<file path="src/rtl/mem_access_stage_pkg.sv">
// Shared definitions for the memory-access pipeline stage: FSM encoding,
// datapath widths and the writeback control bubble.
package mem_access_stage_pkg;

   localparam int WORD_W     = 32;
   localparam int REG_ADDR_W = 5;

   typedef enum logic {
      ST_IDLE = 1'b0,
      ST_WAIT = 1'b1
   } state_e;

   typedef struct packed {
      logic mem_to_reg;
      logic reg_write;
   } wb_ctrl_t;

   localparam wb_ctrl_t WB_BUBBLE = '{mem_to_reg: 1'b0, reg_write: 1'b0};

endpackage

</file>
<file path="src/rtl/mem_access_stage_if.sv">
// Data-memory request/acknowledge bus between the memory-access stage
// (master) and a variable-latency data memory (slave).
interface mem_access_stage_if;
   import mem_access_stage_pkg::*;

   logic              dmem_req;
   logic              dmem_we;
   logic [WORD_W-1:0] dmem_addr;
   logic [WORD_W-1:0] dmem_wdata;
   logic              dmem_ack;
   logic [WORD_W-1:0] dmem_rdata;

   modport master (
      output dmem_req, dmem_we, dmem_addr, dmem_wdata,
      input  dmem_ack, dmem_rdata
   );

   modport slave (
      input  dmem_req, dmem_we, dmem_addr, dmem_wdata,
      output dmem_ack, dmem_rdata
   );

endinterface

</file>
<file path="src/rtl/mem_wb_register.sv">
// MEM/WB pipeline register; data fields always capture, the WB control
// pair is replaced by a bubble when bubble_i is set.
module mem_wb_register
   import mem_access_stage_pkg::*;
(
   input  logic                  clk,
   input  logic                  rst,
   input  logic                  bubble_i,
   input  logic [WORD_W-1:0]     read_data_i,
   input  logic [WORD_W-1:0]     alu_result_i,
   input  logic [REG_ADDR_W-1:0] reg_dest_i,
   input  wb_ctrl_t              wb_ctrl_i,
   output logic [WORD_W-1:0]     read_data_o,
   output logic [WORD_W-1:0]     alu_result_o,
   output logic [REG_ADDR_W-1:0] reg_dest_o,
   output wb_ctrl_t              wb_ctrl_o
);

   logic [WORD_W-1:0]     read_data_q;
   logic [WORD_W-1:0]     alu_result_q;
   logic [REG_ADDR_W-1:0] reg_dest_q;
   wb_ctrl_t              wb_ctrl_q;
   wb_ctrl_t              wb_ctrl_d;

   always_comb begin
      wb_ctrl_d = bubble_i ? WB_BUBBLE : wb_ctrl_i;
   end

   always_ff @(posedge clk) begin
      if (rst) begin
         read_data_q  <= '0;
         alu_result_q <= '0;
         reg_dest_q   <= '0;
         wb_ctrl_q    <= WB_BUBBLE;
      end else begin
         read_data_q  <= read_data_i;
         alu_result_q <= alu_result_i;
         reg_dest_q   <= reg_dest_i;
         wb_ctrl_q    <= wb_ctrl_d;
      end
   end

   assign read_data_o  = read_data_q;
   assign alu_result_o = alu_result_q;
   assign reg_dest_o   = reg_dest_q;
   assign wb_ctrl_o    = wb_ctrl_q;

endmodule

</file>
<file path="src/rtl/mem_access_stage.sv">
// Memory-access pipeline stage: issues data-memory requests for loads and
// stores, stalls upstream until ack or timeout, and feeds the MEM/WB register.
//
// state   | meaning
// --------+-------------------------------------------------------------
// ST_IDLE | no access outstanding; a new request may be acked same cycle
// ST_WAIT | request outstanding, upstream stalled, counting un-acked cycles
module mem_access_stage
   import mem_access_stage_pkg::*;
#(
   parameter int TIMEOUT_CYCLES = 16
) (
   input  logic                  clk,
   input  logic                  rst,

   input  logic [WORD_W-1:0]     MEM_ALUresult,
   input  logic [WORD_W-1:0]     MEM_ReadData2,
   input  logic [REG_ADDR_W-1:0] MEM_RegDest,
   input  logic                  MEM_MemRead,
   input  logic                  MEM_MemWrite,
   input  logic                  MEM_MemtoReg,
   input  logic                  MEM_RegWrite,

   mem_access_stage_if.master    dmem,

   output logic                  mem_stall,
   input  logic                  err_clr,

   output logic [WORD_W-1:0]     MEMtoWB_ReadData,
   output logic [WORD_W-1:0]     MEMtoWB_ALUresult,
   output logic [REG_ADDR_W-1:0] MEMtoWB_RegDest,
   output logic                  WB_MemtoReg,
   output logic                  WB_RegWrite,
   output logic                  mem_timeout,
   output logic                  mem_misaligned
);

   localparam int CNT_W = (TIMEOUT_CYCLES > 1) ? $clog2(TIMEOUT_CYCLES) : 1;
   localparam logic [CNT_W-1:0] CNT_LAST = CNT_W'(TIMEOUT_CYCLES - 1);

   state_e           state_q, state_d;
   logic [CNT_W-1:0] cnt_q, cnt_d;
   logic             timeout_q, timeout_d;
   logic             misal_flag_q, misal_flag_d;

   logic access, misal, req, unacked, abort, stall, bubble;
   wb_ctrl_t wb_ctrl_in, wb_ctrl_out;

   assign access  = MEM_MemRead | MEM_MemWrite;
   assign misal   = access & (MEM_ALUresult[1:0] != 2'b00);
   assign req     = ~rst & access & ~misal;
   assign unacked = req & ~dmem.dmem_ack;
   assign abort   = unacked & (cnt_q == CNT_LAST);
   assign stall   = unacked & ~abort;
   // A misaligned access or any un-acked cycle (stall or abort) must not reach WB.
   assign bubble  = misal | unacked;

   always_comb begin
      state_d      = state_q;
      cnt_d        = '0;
      timeout_d    = abort | (timeout_q & ~err_clr);
      misal_flag_d = misal | (misal_flag_q & ~err_clr);
      case (state_q)
         ST_IDLE: if (stall)  state_d = ST_WAIT;
         ST_WAIT: if (!stall) state_d = ST_IDLE;
         default: state_d = ST_IDLE;
      endcase
      if (stall) cnt_d = cnt_q + CNT_W'(1);
   end

   always_ff @(posedge clk) begin
      if (rst) begin
         state_q      <= ST_IDLE;
         cnt_q        <= '0;
         timeout_q    <= 1'b0;
         misal_flag_q <= 1'b0;
      end else begin
         state_q      <= state_d;
         cnt_q        <= cnt_d;
         timeout_q    <= timeout_d;
         misal_flag_q <= misal_flag_d;
      end
   end

   assign dmem.dmem_req   = req;
   assign dmem.dmem_we    = MEM_MemWrite;
   assign dmem.dmem_addr  = MEM_ALUresult;
   assign dmem.dmem_wdata = MEM_ReadData2;

   assign mem_stall      = stall;
   assign mem_timeout    = timeout_q;
   assign mem_misaligned = misal_flag_q;

   assign wb_ctrl_in = '{mem_to_reg: MEM_MemtoReg, reg_write: MEM_RegWrite};

   mem_wb_register u_mem_wb (
      .clk          (clk),
      .rst          (rst),
      .bubble_i     (bubble),
      .read_data_i  (dmem.dmem_rdata),
      .alu_result_i (MEM_ALUresult),
      .reg_dest_i   (MEM_RegDest),
      .wb_ctrl_i    (wb_ctrl_in),
      .read_data_o  (MEMtoWB_ReadData),
      .alu_result_o (MEMtoWB_ALUresult),
      .reg_dest_o   (MEMtoWB_RegDest),
      .wb_ctrl_o    (wb_ctrl_out)
   );

   assign WB_MemtoReg = wb_ctrl_out.mem_to_reg;
   assign WB_RegWrite = wb_ctrl_out.reg_write;

endmodule

</file>
<file path="src/flat_wrapper.sv">
// flat-port wrapper written by rule: the top's interface ports become plain ports
module mem_access_stage_flat import mem_access_stage_pkg::*;
#(
   parameter int TIMEOUT_CYCLES = 16
)
  (clk, rst, MEM_ALUresult, MEM_ReadData2, MEM_RegDest, MEM_MemRead, MEM_MemWrite, MEM_MemtoReg, MEM_RegWrite, mem_stall, err_clr, MEMtoWB_ReadData, MEMtoWB_ALUresult, MEMtoWB_RegDest, WB_MemtoReg, WB_RegWrite, mem_timeout, mem_misaligned, dmem_dmem_req, dmem_dmem_we, dmem_dmem_addr, dmem_dmem_wdata, dmem_dmem_ack, dmem_dmem_rdata);
  mem_access_stage_if dmem_i ();
  input  logic clk;
  input  logic rst;
  input  logic [WORD_W-1:0] MEM_ALUresult;
  input  logic [WORD_W-1:0] MEM_ReadData2;
  input  logic [REG_ADDR_W-1:0] MEM_RegDest;
  input  logic MEM_MemRead;
  input  logic MEM_MemWrite;
  input  logic MEM_MemtoReg;
  input  logic MEM_RegWrite;
  output logic mem_stall;
  input  logic err_clr;
  output logic [WORD_W-1:0] MEMtoWB_ReadData;
  output logic [WORD_W-1:0] MEMtoWB_ALUresult;
  output logic [REG_ADDR_W-1:0] MEMtoWB_RegDest;
  output logic WB_MemtoReg;
  output logic WB_RegWrite;
  output logic mem_timeout;
  output logic mem_misaligned;
  output wire logic [$bits(dmem_i.dmem_req)-1:0] dmem_dmem_req;
  output wire logic [$bits(dmem_i.dmem_we)-1:0] dmem_dmem_we;
  output wire logic [$bits(dmem_i.dmem_addr)-1:0] dmem_dmem_addr;
  output wire logic [$bits(dmem_i.dmem_wdata)-1:0] dmem_dmem_wdata;
  input wire logic [$bits(dmem_i.dmem_ack)-1:0] dmem_dmem_ack;
  input wire logic [$bits(dmem_i.dmem_rdata)-1:0] dmem_dmem_rdata;
  assign dmem_dmem_req = dmem_i.dmem_req;
  assign dmem_dmem_we = dmem_i.dmem_we;
  assign dmem_dmem_addr = dmem_i.dmem_addr;
  assign dmem_dmem_wdata = dmem_i.dmem_wdata;
  assign dmem_i.dmem_ack = dmem_dmem_ack;
  assign dmem_i.dmem_rdata = dmem_dmem_rdata;
  mem_access_stage #(.TIMEOUT_CYCLES(TIMEOUT_CYCLES)) u_core (.clk(clk), .rst(rst), .MEM_ALUresult(MEM_ALUresult), .MEM_ReadData2(MEM_ReadData2), .MEM_RegDest(MEM_RegDest), .MEM_MemRead(MEM_MemRead), .MEM_MemWrite(MEM_MemWrite), .MEM_MemtoReg(MEM_MemtoReg), .MEM_RegWrite(MEM_RegWrite), .dmem(dmem_i), .mem_stall(mem_stall), .err_clr(err_clr), .MEMtoWB_ReadData(MEMtoWB_ReadData), .MEMtoWB_ALUresult(MEMtoWB_ALUresult), .MEMtoWB_RegDest(MEMtoWB_RegDest), .WB_MemtoReg(WB_MemtoReg), .WB_RegWrite(WB_RegWrite), .mem_timeout(mem_timeout), .mem_misaligned(mem_misaligned));
endmodule
</file>
<file path="config.mk">
export PLATFORM = sky130hd
export DESIGN_NAME = mem_access_stage_flat
export DESIGN_NICKNAME = d
export VERILOG_FILES = /design/src/rtl/mem_access_stage_pkg.sv /design/src/rtl/mem_access_stage_if.sv /design/src/rtl/mem_wb_register.sv /design/src/rtl/mem_access_stage.sv /design/src/flat_wrapper.sv
export SDC_FILE = /design/constraint.sdc
export NUM_CORES = 1
export LEC_CHECK = 0
export CAP_MARGIN = 20
export CORE_MARGIN = 2
export CORE_UTILIZATION = 30
export DETAILED_ROUTE_END_ITERATION = 7
export PLACE_DENSITY = 0.79
export SLEW_MARGIN = 20
export SYNTH_ARGS = -nofsm -noshare
export SYNTH_HDL_FRONTEND = slang
export SYNTH_SLANG_ARGS = --single-unit
</file>
<file path="constraint.sdc">
create_clock -name clk -period 2.7 [get_ports clk]
set_input_delay 0.54 -clock clk [delete_from_list [all_inputs] [get_ports clk]]
set_output_delay 0.54 -clock clk [all_outputs]
set_load 0.03 [all_outputs]
</file>
# Word-level counts from Yosys, hierarchy flattened

Index checks and enable logic that the tools add are counted.
W data, S select, Z words.

Register bits: 77
Input bits: 109
Output and inout port bits: 140

$add $sub $neg: 1
Equal/unequal tests: 1
Bitwise operators: 18
Reductions and logical operators: 3

Operator list:

| operator              | count |
|---|---|
| $and A1 B1 Y1         | 8 |
| $not A1 Y1            | 6 |
| $add A4 B1 Y4 const B | 1 |
| $eq A4 B4 Y1 const B  | 1 |
| $or A1 B1 Y1          | 4 |
| $reduce_or A2 Y1      | 2 |
| $reduce_bool A2 Y1    | 1 |

# Depth between registers and ports, before layout

Gate-level depths: netlist of the first run.

Depth in word-level cells: 10
Gate-level depth with buffers: 4
Depth with buffers taken out: 4

# Modules after synthesis

A second synthesis of the first run with hierarchy kept.

Cell total of the unflattened synthesis: 242
Area total of the unflattened synthesis: 2658.8 µm²

Modules (own cells, without submodules):

| module           | instances | cells each | area each (µm²) |
|---|---|---|---|
| mem_wb_register  | 1         | 149        | 1903.1 |
| mem_access_stage | 1         | 93         | 755.7 |

# Least setup slack after synthesis of the first run

OpenSTA, ideal clock, no wires.

Kind: input port to output port
From: input port rst
To: output port mem_stall
Data arrival time: 1.167 ns
Setup slack: 0.993 ns
Stages on the path: 4
Path buffers: 1
Cells stage by stage: buf_6 > nor2_1 > nand4_1 > inv_1

Longest elaborated chain between the ends: 7

Ends and longest elaborated chain:

| element                      | line                   | RTL |
|---|---|---|
| start: declaration           | flat_wrapper.sv:9      | `input logic rst;` |
| $not A1 Y1 *                 | mem_access_stage.sv:51 | `assign req = ~rst & access & ~misal;` |
| $and A1 B1 Y1 * (2 in a row) | mem_access_stage.sv:51 |  |
| $and A1 B1 Y1 *              | mem_access_stage.sv:52 | `assign unacked = req & ~dmem.dmem_ack;` |
| $and A1 B1 Y1                | mem_access_stage.sv:53 | `assign abort = unacked & (cnt_q == CNT_LAST);` |
| $not A1 Y1                   | mem_access_stage.sv:54 | `assign stall = unacked & ~abort;` |
| $and A1 B1 Y1 *              | mem_access_stage.sv:54 |  |
| end: declaration             | flat_wrapper.sv:17     | `output logic mem_stall;` |

Every way passes the cells marked *; elsewhere a longest branch is shown, timed or not.

# Worst setup path in the final report of the first run

From: input port MEM_ALUresult[1]
To: output port dmem_dmem_addr[1]

RTL lines:

| element            | line               | RTL |
|---|---|---|
| start: declaration | flat_wrapper.sv:10 | `input logic [WORD_W-1:0] MEM_ALUresult;` |
| end: declaration   | flat_wrapper.sv:28 | `output wire logic [$bits(dmem_i.dmem_addr)-1:0] dmem_dmem_addr;` |

No word-level cell between the ends.

==> results_dict.tcl, run 1 <==
set metrics [dict create \
    synth_cells 246 \
    switching_share 0.2586 \
    drv_slew 0 \
    first_iter_violations 26 \
    die_h_um 98.14 \
    first_pass_iters 4 \
    grtUsageMet3 0.06084 \
    p_clk_frac 0.327 \
    grt_max_degree 73 \
    io_pins 249 \
    vias 1922 \
    clk_latency_ns 0.33 \
    finalSetupTns_ns 0 \
    fmax_ghz 0.4232 \
    n_antenna_cell 0 \
    skew_ns 0.005800 \
    reg2reg_slack_ns 1.60 \
    startpoint "MEM_ALUresult[1]" \
    cts_buffers 9 \
    p_comb_frac 0.202 \
    wl_mm 6.684 \
    antenna_found_initial 0 \
    leakage_nw 1.698 \
    holdCritStartpoint "u_core.cnt_q[0]" \
    ctsResizeCount 0 \
    min_period_ns 2.363 \
    grt.busiest_layer "met2" \
    endpoint_kind "output pin" \
    timing.hold.ws_ns 0.4568 \
    setup_violations 0 \
    dp_hpwl_mm 5.223 \
    worstPathMaxFanout 4 \
    yosysUniqueCellTypes 23 \
    period_share 0.8751 \
    cts_buffer_depth 2 \
    drc 0 \
    relSlewSlack 0.5213 \
    postCtsSetupBuffers 0 \
    fillers 781 \
    syn-mean-instance-area_um2 10.81 \
    core_area_mm2 0.008678 \
    synth_area_mm2 0.002659 \
    start_kind "input port" \
    r2r-end "u_core.cnt_q[3]" \
    cts.sinks 77 \
    utilization 0.4980 \
    wire_per_inst_um 13.84 \
    grtUsageMet1 0.1314 \
    grt_pass1_vias 1905 \
    drive_gt1_frac 0.05600 \
    worst_pin_slew_ns 0.7181 \
    grt_pass1_wl_mm 9.922 \
    ir_worst_vdd_v 0.0002975 \
    cts.reportedPaths.clkPinSlew_ns 0.08 \
    cts_tree "built" \
    cts_hold_buf 0 \
    critPathRequiredTime_ns 2.16 \
    p_int_mw 1.900 \
    die_w_um 98.14 \
    min_to "u_core.cnt_q[0]" \
    ys_ff_latch 77 \
    grt_util_met2 0.2434 \
    hold_viol 0 \
    layout.nets 481 \
    grt-ovfl-total 0 \
    pwr-share-seq 0.471 \
    arrival_ns 1.82 \
    gp_congestion 0.7680 \
    maxCapViolCount 0 \
    power_density_mw_per_mm2 593.0 \
    path_class "input port to output pin" \
    num_rows 34 \
    min_path_type "flip-flop to flip-flop" \
    antenna_left 0 \
    grt_usage 0.1339 \
    port_buffers 184 \
    rr_worst_depth 5 \
    initial_core_util 0.3064 \
    outcome "complete, no violations" \
    worstHoldPathCells 1 \
    area_growth_pct 62.54 \
    htreeDepth 3 \
    p_total_mw 2.563 \
    netSwitchingPower_mw 0.6628 \
    die_area_mm2 0.009631 \
    synth_warnings 0 \
    clock-root-buffer "clkbuf_8" \
    synth-seq-area-share 0.5798 \
    syn-num-nets 356 \
    rsz0062_at_grt "no" \
    routed_via_density 3.979 \
    r2r-start "u_core.cnt_q[0]" \
]
-- how the worst max path moves through the flow --
| stage | endpoint | slack, ns | cells past startpoint |
|---|---|---|---|
| floorplan | mem_stall | 0.99 | 4 |
| global placement | mem_stall | 0.15 | 5 |
| detailed placement | mem_stall | 0.03 | 5 |
| CTS | mem_stall | 0.02 | 5 |
| global route | dmem_dmem_addr[1] | 0.31 | 3 |
| finish | dmem_dmem_addr[1] | 0.34 | 3 |
-- power groups by stage --
stage / sequential [mW] / clock [mW] / combinational (mW)
after global routing: 1.21 / 0.920 / 0.541
after floorplan: 1.35 / 0 / 0.239
after detailed placement: 1.24 / 0 / 0.521
after global placement: 1.23 / 0 / 0.516
after CTS: 1.21 / 0.875 / 0.523
final: 1.21 / 0.837 / 0.518
-- sequential cells by signal, summed over array words and instances (netlist names) --
| signal | flops |
|---|---|
| u_core.u_mem_wb.wb_ctrl_o | 2 |
| u_core.mem_misaligned | 1 |
| u_core.u_mem_wb.read_data_o | 32 |
| u_core.u_mem_wb.alu_result_o | 32 |
| u_core.mem_timeout | 1 |
| u_core.cnt_q | 4 |
| u_core.u_mem_wb.reg_dest_o | 5 |
-- per-layer routing --
| metal | wire (um) | part of all wire |
|---|---|---|
| met4 | 109 | 0.016 |
| met1 | 2420 | 0.36 |
| met5 | 0 | 0 |
| met3 | 715 | 0.11 |
| met2 | 3439 | 0.51 |
-- cells in the mapped netlist, drive strengths merged --
| cell | instances | area [um2] |
|---|---|---|
| nand3 | 3 | 15.01 |
| xnor2 | 1 | 8.760 |
| nor2 | 7 | 26.28 |
| o21ai | 1 | 5.000 |
| ha | 1 | 12.51 |
| nand2b | 1 | 6.260 |
| inv | 3 | 11.26 |
| or3b | 1 | 8.760 |
| a21oi | 2 | 13.76 |
| or2 | 1 | 8.760 |
| clkbuf | 6 | 22.52 |
| nor2b | 69 | 434.2 |
| buf | 67 | 504.2 |
| and2 | 2 | 12.51 |
| o32ai | 1 | 8.760 |
| nand4 | 1 | 6.260 |
| dfxtp | 77 | 1541 |
| nand2 | 1 | 3.750 |
| xor2 | 1 | 8.760 |
-- placed cells by master, fill, tap and decap left out, drive strengths merged --
master / synthesis / layout
a21oi: 2 / 2
and2: 2 / 2
buf: 67 / 4
bufinv: 0 / 1
clkbuf: 6 / 11
clkdlybuf4s50: 0 / 181
clkinv: 0 / 3
dfxtp: 77 / 77
dlymetal6s2s: 0 / 2
ha: 1 / 1
inv: 3 / 3
nand2: 1 / 1
nand2b: 1 / 1
nand3: 3 / 3
nand4: 1 / 1
nor2: 7 / 7
nor2b: 69 / 69
o21ai: 1 / 1
o32ai: 1 / 1
or2: 1 / 1
or3b: 1 / 1
xnor2: 1 / 1
xor2: 1 / 1
-- layout make-up --
cell class,instances,area (um2),share of cell area
inverter,3,11.26,0.002606
timing repair buffer,187,1864,0.4314
clock buffer,11,141.4,0.03272
sequential,77,1541,0.3567
multi-input combinational,93,579.3,0.1340
tap,108,135.1,0.03127
clock inverter,4,48.80,0.01129
-- stage by stage --
stage | cell area (um2) | std cells | setup WS (ns)
after floorplan | 2659 | 246 | 0.9932
after global placement | 4126 | 468 | 0.1483
after detailed placement | 4126 | 468 | 0.02554
after CTS | 4317 | 483 | 0.02278
after global routing | 4322 | 483 | 0.3104
final | 4322 | 483 | 0.3372
-- critical path: stages --
cell and delay, ns:
clkdlybuf4s50_1 0.49, buf_4 0.13, clkdlybuf4s50_1 0.66
-- logic make-up (layout without fill, tap and decap cells) --
kind of cell    count (synthesis)  in the layout  synth area share
fa+ha+maj                       1              1          0.004705
buf+inv                        76            205            0.2024
compound gates                  4              4           0.01035
xor+xnor                        2              2          0.006589
flops                          77             77            0.5798
simple gates                   86             86            0.1962
Power figures use the tool's default switching activity.
==> run 2: changes to the inputs <==
--- a/config.mk
+++ b/config.mk
@@ -5,11 +5,14 @@
 export SDC_FILE = /design/constraint.sdc
 export NUM_CORES = 1
 export LEC_CHECK = 0
+export ABC_CLOCK_PERIOD_IN_PS = 2700
 export CAP_MARGIN = 20
+export CELL_PAD_IN_SITES_DETAIL_PLACEMENT = 2
+export CELL_PAD_IN_SITES_GLOBAL_PLACEMENT = 2
 export CORE_MARGIN = 2
-export CORE_UTILIZATION = 30
+export CORE_UTILIZATION = 17
 export DETAILED_ROUTE_END_ITERATION = 7
-export PLACE_DENSITY = 0.79
+export PLACE_DENSITY = 0.85
 export SLEW_MARGIN = 20
 export SYNTH_ARGS = -nofsm -noshare
 export SYNTH_HDL_FRONTEND = slang
==> constraint.sdc (replaced) <==
create_clock -name clk -period 2.7 [get_ports clk]
set_input_delay 0.54 -clock clk [delete_from_list [all_inputs] [get_ports clk]]
set_output_delay 0.54 -clock clk [all_outputs]
set_load 0.02 [all_outputs]
==> run 2 against run 1 <==
Clock skew down 0.0046 ns; final area up 6.1%; largest cell class unchanged; clock power up 57%; global-route usage down 3.4 points; maximum frequency down 7.8%; count of clock-buffer cells in the layout down 1; sequential power about the same; setup slack worse by 0.20 ns; final cell count up 22%.
==> results_dict.tcl, run 2 (synthesis gave the netlist of run 1 again) <==
set metrics [dict create \
    rsz0062_at_grt "no" \
    pwr-share-seq 0.405 \
    die_area_mm2 0.01666 \
    clock-root-buffer "clkbuf_16" \
    path_class "input port to output pin" \
    core_area_mm2 0.01526 \
    crit_path_frequent_cell "clkdlybuf4s50_1" \
    arrival_ns 2.02 \
    max_stage_delay_ns 0.61 \
    fillers 1685 \
    setup_violations 0 \
    cts_buffers 9 \
    ctsResizeCount 0 \
    drive_gt1_frac 0.06101 \
    die_w_um 129.1 \
    drv_slew 0 \
    finalSetupTns_ns 0 \
    cts_hold_buf 0 \
    grt_pass1_wl_mm 12.43 \
    gp_congestion 0.6967 \
    layout.nets 482 \
    critical-path-top-delay-family "buffers and inverters" \
    n_antenna_cell 0 \
    antenna_found_initial 0 \
    cp.buffers_inverters 3 \
    ir_worst_vdd_v 0.0002718 \
    grt_pass1_vias 2341 \
    wire_per_inst_um 14.07 \
    slowest_stage "clkdlybuf4s50_1" \
    port_buffers 184 \
    dp_hpwl_mm 6.587 \
    min_period_ns 2.562 \
    antenna_left 0 \
    switching_share 0.2379 \
    mostFrequentLayoutCell "clkdlybuf4s50_1" \
    grt_usage 0.09953 \
    p_total_mw 2.985 \
    grt_max_degree 73 \
    layout_common_cells "183 x clkdlybuf4s50_1, 77 x dfxtp_1, 68 x nor2b_1" \
    outcome "complete, no violations" \
    first_pass_iters 2 \
    cts_tree "built" \
    drc 0 \
    leakage_nw 1.722 \
    p_clk_frac 0.439 \
    skew_ns 0.001185 \
    start_kind "input port" \
    hold_viol 0 \
    netSwitchingPower_mw 0.7099 \
    postCtsSetupBuffers 0 \
    min_path_type "flip-flop to flip-flop" \
    htreeDepth 3 \
    grt-ovfl-total 0 \
    die_h_um 129.1 \
    area_growth_pct 72.47 \
    cts_buffer_depth 2 \
    relSlewSlack 0.4832 \
    cts.sinks 77 \
    num_rows 45 \
    final.setup.worst_slack_ns 0.1380 \
    period_share 0.9489 \
    cp_cell_sequence "clkdlybuf4s50_1, nor2_1, nand4_1, inv_1, clkdlybuf4s50_1" \
    vias 2037 \
    routed_via_density 3.464 \
    maxCapViolCount 0 \
    power_density_mw_per_mm2 650.9 \
    p_int_mw 2.275 \
    place_ws_ns 0.1262 \
    wl_mm 8.275 \
    initial_core_util 0.1743 \
    worstPathMaxFanout 3 \
    fmax_ghz 0.3903 \
    p_comb_frac 0.156 \
    io_pins 249 \
    endpoint_kind "output pin" \
    clk_latency_ns 0.33 \
    worst_pin_slew_ns 0.7751 \
    critPathRequiredTime_ns 2.16 \
    cts.reportedPaths.clkPinSlew_ns 0.06 \
    first_iter_violations 24 \
]
-- run 2: per-layer routing --
metal  GRT usage  vias up  wire length [um]
met5           0        -                 0
met4     0.03708        0               139
met3     0.04707       16               767
met2      0.1883      121              4457
met1     0.09276      961              2909
li1            -      939                 -
-- run 2: power by group through the flow --
stage | combinational, mW | clock (mW) | sequential [mW]
floorplan | 0.199 | 0 | 1.31
global placement | 0.459 | 0 | 1.23
detailed placement | 0.470 | 0 | 1.24
CTS | 0.473 | 1.37 | 1.21
global route | 0.492 | 1.43 | 1.21
finish | 0.464 | 1.31 | 1.21
-- run 2: cell type report --
cell class	instances	area [um2]	share of cell area
Clock inverter	6	93.84	0.02046
Timing Repair Buffer	188	1867	0.4071
Clock buffer	10	229.0	0.04993
Tap cell	211	264.0	0.05757
Inverter	3	11.26	0.002456
Sequential cell	77	1541	0.3362
Multi-Input combinational cell	93	579.3	0.1263
-- run 2: per-stage QoR --
stage,hold slack (ns),area (um2),instances,utilization
finish,0.4641,4586,588,0.3005
global route,0.5018,4586,588,0.3005
CTS,0.4695,4586,588,0.3005
detailed placement,0.4541,4263,572,0.2794
global placement,0.4260,4263,572,0.2794
floorplan,0.4175,2659,246,-
-- run 2: worst register-to-register path: cells and delay by family (launching register included) --
kind          cells  cell delay (ns)
flops             1             0.34
fa+ha+maj         1             0.23
simple gates      3             0.37
buf+inv           1             0.18
-- run 2: path summary, 6_finish.rpt --
path / startpoint / to / slack, ns / cells past startpoint
setup / recovery: MEM_ALUresult[1] / mem_stall / 0.14 / 5
hold / removal: u_core.cnt_q[0] / u_core.cnt_q[0] / 0.46 / 1
setup reg to reg: u_core.cnt_q[0] / u_core.cnt_q[3] / 1.53 / 5
hold reg to reg: u_core.cnt_q[0] / u_core.cnt_q[0] / 0.46 / 1
